**src/rtl/tlc_pkg.sv**
```systemverilog
// Shared types and lamp encodings for the N-approach traffic-light controller.
package tlc_pkg;

  typedef enum logic [1:0] {
    GREEN  = 2'd0,
    YELLOW = 2'd1,
    CLEAR  = 2'd2,
    WALK   = 2'd3
  } tlc_state_e;

  // Lamp triplets are ordered {G,Y,R}.
  localparam logic [2:0] LAMP_G = 3'b100;
  localparam logic [2:0] LAMP_Y = 3'b010;
  localparam logic [2:0] LAMP_R = 3'b001;

endpackage

```
**src/rtl/tlc_timer.sv**
```systemverilog
// Loadable down-counter paced by tick; expired flags a tick seen while at zero.
module tlc_timer #(
  parameter int            TW      = 8,
  parameter logic [TW-1:0] RST_VAL = '0
) (
  input  logic          clock,
  input  logic          reset,
  input  logic          tick_i,
  input  logic          load_i,
  input  logic [TW-1:0] load_val_i,
  output logic          expired_o
);

  logic [TW-1:0] count_q, count_d;

  // Gating the decrement on a non-zero count keeps the arithmetic from wrapping.
  always_comb begin
    count_d = count_q;
    if (load_i) begin
      count_d = load_val_i;
    end else if (tick_i && (count_q != '0)) begin
      count_d = count_q - TW'(1);
    end
  end

  always_ff @(posedge clock) begin
    if (reset) begin
      count_q <= RST_VAL;
    end else begin
      count_q <= count_d;
    end
  end

  assign expired_o = tick_i && (count_q == '0);

endmodule

```
**src/rtl/traffic_light_ctrl_n.sv**
```systemverilog
// N-approach traffic-light controller with sensor green extension and an all-red walk phase.
// Optional all-red clearance after every yellow and walk: define TLC_ALL_RED_CLEARANCE_EN.
module traffic_light_ctrl_n
  import tlc_pkg::*;
#(
  parameter int N_DIR    = 2,
  parameter int TW       = 8,
  parameter int T_GREEN  = 4,
  parameter int T_EXT    = 2,
  parameter int MAX_EXT  = 1,
  parameter int T_YELLOW = 2,
  parameter int T_WALK   = 3,
  parameter int T_CLEAR  = 1
) (
  input  logic                       clock,
  input  logic                       reset,
  input  logic                       tick,
  input  logic                       walk_btn,
  input  logic [N_DIR-1:0]           sensor,
  output logic [3*N_DIR-1:0]         lights,
  output logic                       walk_lamp,
  output logic                       walk_pending,
  output logic [$clog2(N_DIR)-1:0]   phase,
  output tlc_state_e                 dbg_state
);

  localparam int PW = $clog2(N_DIR);
  localparam int EW = (MAX_EXT < 1) ? 1 : $clog2(MAX_EXT + 1);

  tlc_state_e        state_q, state_d;
  logic [PW-1:0]     phase_q, phase_d, next_ph;
  logic [EW-1:0]     ext_q, ext_d;
  logic              walk_pending_q, walk_pending_d;
  logic [3*N_DIR-1:0] lights_q;
  logic              walk_lamp_q;
  logic              expired, load, extend, adv, last_ph;
  logic [TW-1:0]     load_val;
`ifdef TLC_ALL_RED_CLEARANCE_EN
  logic              from_walk_q, from_walk_d;
`endif

  function automatic logic [3*N_DIR-1:0] lamps(tlc_state_e s, logic [PW-1:0] ph);
    logic [3*N_DIR-1:0] l;
    for (int p = 0; p < N_DIR; p++) begin
      l[3*p +: 3] = LAMP_R;
      if (PW'(p) == ph) begin
        if (s == GREEN) l[3*p +: 3] = LAMP_G;
        else if (s == YELLOW) l[3*p +: 3] = LAMP_Y;
      end
    end
    return l;
  endfunction

  tlc_timer #(
    .TW      (TW),
    .RST_VAL (TW'(T_GREEN - 1))
  ) u_timer (
    .clock      (clock),
    .reset      (reset),
    .tick_i     (tick),
    .load_i     (load),
    .load_val_i (load_val),
    .expired_o  (expired)
  );

  assign last_ph = (phase_q == PW'(N_DIR - 1));
  assign next_ph = last_ph ? '0 : phase_q + PW'(1);

  always_comb begin
    state_d        = state_q;
    phase_d        = phase_q;
    ext_d          = ext_q;
    walk_pending_d = (state_q == WALK) ? walk_pending_q : (walk_pending_q | walk_btn);
    load           = 1'b0;
    extend         = 1'b0;
    adv            = 1'b0;
`ifdef TLC_ALL_RED_CLEARANCE_EN
    from_walk_d    = from_walk_q;
`endif
    if (expired) begin
      load = 1'b1;
      unique case (state_q)
        GREEN: begin
          if (sensor[phase_q] && (32'(ext_q) < MAX_EXT)) begin
            extend = 1'b1;
            ext_d  = ext_q + EW'(1);
          end else begin
            state_d = YELLOW;
          end
        end
        YELLOW: begin
`ifdef TLC_ALL_RED_CLEARANCE_EN
          state_d     = CLEAR;
          from_walk_d = 1'b0;
`else
          adv = 1'b1;
`endif
        end
        CLEAR: begin
`ifdef TLC_ALL_RED_CLEARANCE_EN
          if (from_walk_q) begin
            state_d = GREEN;
            ext_d   = '0;
          end else begin
            adv = 1'b1;
          end
`else
          state_d = GREEN;
`endif
        end
        WALK: begin
          phase_d = '0;
`ifdef TLC_ALL_RED_CLEARANCE_EN
          state_d     = CLEAR;
          from_walk_d = 1'b1;
`else
          state_d = GREEN;
          ext_d   = '0;
`endif
        end
      endcase
    end

    // Leaving yellow (or its clearance): serve the walk request after the last approach.
    if (adv) begin
      if (last_ph && walk_pending_q) begin
        state_d        = WALK;
        walk_pending_d = 1'b0;
      end else begin
        state_d = GREEN;
        phase_d = next_ph;
        ext_d   = '0;
      end
    end

    case (state_d)
      GREEN:   load_val = TW'(T_GREEN - 1);
      YELLOW:  load_val = TW'(T_YELLOW - 1);
      CLEAR:   load_val = TW'(T_CLEAR - 1);
      WALK:    load_val = TW'(T_WALK - 1);
      default: load_val = TW'(T_GREEN - 1);
    endcase
    if (extend) load_val = TW'(T_EXT - 1);
  end

  always_ff @(posedge clock) begin
    if (reset) begin
      state_q        <= GREEN;
      phase_q        <= '0;
      ext_q          <= '0;
      walk_pending_q <= 1'b0;
      lights_q       <= lamps(GREEN, PW'(0));
      walk_lamp_q    <= 1'b0;
    end else begin
      state_q        <= state_d;
      phase_q        <= phase_d;
      ext_q          <= ext_d;
      walk_pending_q <= walk_pending_d;
      lights_q       <= lamps(state_d, phase_d);
      walk_lamp_q    <= (state_d == WALK);
    end
  end

`ifdef TLC_ALL_RED_CLEARANCE_EN
  always_ff @(posedge clock) begin
    if (reset) from_walk_q <= 1'b0;
    else       from_walk_q <= from_walk_d;
  end
`endif

  assign lights       = lights_q;
  assign walk_lamp    = walk_lamp_q;
  assign walk_pending = walk_pending_q;
  assign phase        = phase_q;
  assign dbg_state    = state_q;

endmodule

```
**config.mk**
```make
export PLATFORM = sky130hd
export DESIGN_NAME = traffic_light_ctrl_n
export DESIGN_NICKNAME = d
export VERILOG_FILES = /design/src/rtl/tlc_pkg.sv /design/src/rtl/tlc_timer.sv /design/src/rtl/traffic_light_ctrl_n.sv
export SDC_FILE = /design/constraint.sdc
export NUM_CORES = 1
export LEC_CHECK = 0
export ABC_AREA = 1
export BUFFER_PORTS_ARGS = -buffer_cell sky130_fd_sc_hd__buf_2
export CAP_MARGIN = 15
export CORE_MARGIN = 5
export CORE_UTILIZATION = 30
export CTS_CLUSTER_SIZE = 25
export DETAILED_ROUTE_END_ITERATION = 16
export HOLD_SLACK_MARGIN = 0.15
export PLACE_DENSITY = 0.56
export SETUP_SLACK_MARGIN = 0.05
export SLEW_MARGIN = 20
export SYNTH_ARGS = -nofsm -noshare
export SYNTH_HDL_FRONTEND = slang
export SYNTH_HIERARCHICAL = 1
export SYNTH_SLANG_ARGS = --single-unit
export TNS_END_PERCENT = 5
```
**constraint.sdc**
```tcl
create_clock -name clock -period 6.6 [get_ports clock]
set_clock_uncertainty 0.15 [all_clocks]
set_input_delay 1.32 -clock clock [delete_from_list [all_inputs] [get_ports clock]]
set_output_delay 1.32 -clock clock [all_outputs]
set_load 0.01 [all_outputs]
```
==> qor.csv <==
stage,metric,value,unit
floorplanning,Die Area,0.00535,mm^2
placement,GP Congestion,0.807,
cts,clock tree root driver cell,clkbuf_8,
setup_path,critical path type,in2reg,
pwr,Power Density,204,mW/mm^2
setup_path,"Buf+Inv Stages, Crit Path",5,
setup_path,endpoint type of the worst setup path,flop,
pwr,Flop pwr share,44.9,%
cts,clock net sink count,20,
pwr,Psw,70.5,uW
drt,drt first pass iters,4,
global_routing,largest net degree at the start of global routing,16,
cts,Resize count post-CTS,0,
placement,Port Buffers,16,
sta,Fin Setup TNS,0,ns
setup_path,Critical Path Start Type,input pin,
setup_path,"Cell Chain, Critical Path",buf_2 -> inv_1 -> nor3_1 -> buf_4 -> nand2_1 -> nor2_1 -> inv_1 -> nand2_1 -> inv_1 -> ha_1 -> nor2_1 -> nand2_1 -> a21oi_1 -> nand3_1,
floorplanning,IO Pins,17,
global_routing,met1 Use GR,13.4,%
setup_path,crit-path max cell delay,0.21,ns
synthesis,post-synth top area cell,dfxtp_1,
drt,DR vias/cell,4.30,
global_routing,first-pass GRT wire length,4460,um
drt,DRT iter0 DRCs,70,
synthesis,Synth Instances,182,
global_routing,most used routing layer in global routing,met2,
pwr,Cell Int Power,221,uW
sta,Tcrit/Tclk final,46.6,%
hold_path,worst hold path type,reg2reg,
placement,post-place setup slack,3.24,ns
cts,CTS buffer count,3,
placement,Placed Cells,253,
setup_path,"Req. time, crit path",6.60,ns
setup_path,Arrival @ worst endpoint,3.07,ns
finish,Fillers,429,
global_routing,initial antenna violation count,0,
finish,Area Growth Syn to Fin,19.7,%
setup_path,Worst path slowest cell,ha_1,
cts,H-tree Lvls,1,
sta,setup violators final,0,
cts,CTS tree,built,
cts,cts hold-fix bufs,0,
floorplanning,die height,73.1,um
placement,dpl hpwl,1960,um
sta,Max Freq,325,MHz
pwr,sw frac,24.2,%
synthesis,number of synthesized register bits,20,
floorplanning,starting density of the core,30.3,%
sta,min setup slack post-route,3.53,ns
finish,fin cells,257,
pwr,Max IR drop VDD,104,uV
global_routing,met3 GRT Util,3.03,%
finish,"commonest non-fill, non-tap cell in the layout",nand2_1,
setup_path,crit-path leading delay family,simple AND/OR/NAND/NOR gates,
synthesis,share of the synthesized area in the top cell type,33.5,%
cts,Max Buffers Root-to-Sink,2,
drt,final wirelength,2460,um
synthesis,sequential cell area fraction in the yosys report,33.5,%
sta,fin crit period,3.07,ns
floorplanning,num rows,23,
finish,final net count,222,
synthesis,Syn Std Cell Area,0.00120,mm^2
sta,WHS,0.347,ns
sta,Hold Fails Final Rpt,0,
global_routing,GRT Total Usage,10.5,%
synthesis,"Distinct cells, synth",23,
cts,postcts setup bufs,0,
global_routing,total gr overflow,0,
job,max-cap violations,0,
sta,unrepaired setup endpoints after global routing,false,
finish,antenna cell count,0,
global_routing,met2 Use GR,17.4,%
floorplanning,die width,73.1,um
synthesis,Post-Syn Area per Cell,6.57,um^2
setup_path,maximum fanout along the worst path,11,
finish,most frequent cells in the layout,"nand2_1, inv_1, nor2_1, dfxtp_1, nand3_1",
pwr,Pleak,0.732,nW
floorplanning,Core Area,0.00394,mm^2
drt,WL/cell,9.55,um
synthesis,synth top area cells,"dfxtp_1, nand2_1, inv_1",
synthesis,Yosys warnings,6,
cts,worst skew pair latency,0.26,ns
sta,Final Max Tran Viols,0,
cts,"CTS clk-pin slew, worst paths",0.08,ns
global_routing,vias in the first global route,1049,
outcome,outcome,"complete, no violations",
drt,residual DRC count,0,
pwr,Clk pwr share,42.2,%
pwr,Comb pwr share,12.9,%
drt,Routed Antenna Nets,0,
finish,layout cell share with drive strength beyond 1,17.9,%
drt,vias post-DR,1105,
==> kinds of logic after synthesis <==
group / count (synthesis) / share of synthesized area, %
AO/OA/AOI/OAI: 18 / 8.47
XOR/XNOR: 2 / 1.46
adder cells (fa/ha/maj): 8 / 8.37
buffers and inverters: 35 / 11.1
flip-flops: 20 / 33.5
other: 1 / 0.314
AND/OR/NAND/NOR: 98 / 36.8
==> worst register-to-register path, cell delays in order (launching register included) <==
cell     delay (ns)
dfxtp_1        0.31
inv_1          0.13
ha_1           0.27
inv_2          0.05
nor2_1         0.13
nand3_1        0.11
nor3_1         0.18
buf_4          0.20
nand2_1        0.12
nor2_1         0.15
inv_1          0.10
nand2_1        0.10
inv_1          0.06
ha_1           0.21
nor2_1         0.15
nand2_1        0.07
a21oi_1        0.14
nand3_1        0.08
==> routing by layer <==
metal | wire, um | part of all wire [%] | vias to the layer above
li1 | - | - | 610
met1 | 1240 | 50 | 472
met2 | 1090 | 45 | 19
met3 | 100 | 4.1 | 4
met4 | 21 | 0.86 | 0
met5 | 0 | 0 | -
==> flip-flops by register name (all words and copies together) (netlist names) <==
name             cells
u_timer/count_q      8
ext_q                1
dbg_state            2
walk_pending         1
lights               6
phase                1
walk_lamp            1
==> synthesized netlist by cell type <==
cell,count
dfxtp_1,20
nand2_1,35
nand3_2,1
inv_2,5
nor3_1,3
o21ai_2,1
inv_1,29
nor2_2,3
nand2_2,3
and2_1,1
ha_1,8
nand2_4,2
nor2_1,29
conb_1,1
o21ai_0,6
xor2_1,2
o21bai_1,3
nand3_1,18
nand4_1,2
o21ai_1,1
or2_2,1
a21oi_1,7
buf_2,1
==> metrics by stage <==
stage	cell area, um^2	total power [mW]	utilization, %
floorplan	1210	0.161	-
global placement	1360	0.172	34.5
detailed placement	1360	0.171	34.5
CTS	1430	0.298	36.3
global route	1430	0.310	36.3
finish	1430	0.291	36.3
==> worst paths after layout <==
path,startpoint,endpoint,slack (ns),depth (start not counted)
setup / recovery,tick,u_timer/count_q[0]$_SDFFE_PP1P_,3.53,14
hold / removal,ext_q$_SDFF_PP0_,ext_q$_SDFF_PP0_,0.35,2
setup reg to reg,u_timer/count_q[0]$_SDFFE_PP1P_,u_timer/count_q[0]$_SDFFE_PP1P_,3.78,17
hold reg to reg,ext_q$_SDFF_PP0_,ext_q$_SDFF_PP0_,0.35,2
==> cell type report <==
class / instances / area (um^2) / area share, %
clock buffer: 3 / 41.3 / 2.88
inverter: 34 / 128 / 8.92
tap: 50 / 62.6 / 4.37
multi-input combinational: 132 / 682 / 47.6
sequential: 20 / 400 / 28.0
clock inverter: 1 / 30.0 / 2.10
timing repair buffer: 17 / 87.6 / 6.12
==> power groups by stage <==
| stage | registers, mW | clock network (mW) | logic (mW) |
|---|---|---|---|
| after floorplan | 0.133 | 0 | 0.0286 |
| after global placement | 0.134 | 0 | 0.0378 |
| after global routing | 0.132 | 0.133 | 0.0447 |
| after detailed placement | 0.134 | 0 | 0.0377 |
| after CTS | 0.131 | 0.129 | 0.0379 |
| final | 0.131 | 0.123 | 0.0376 |
No activity file was read; power rests on OpenSTA's default activity.
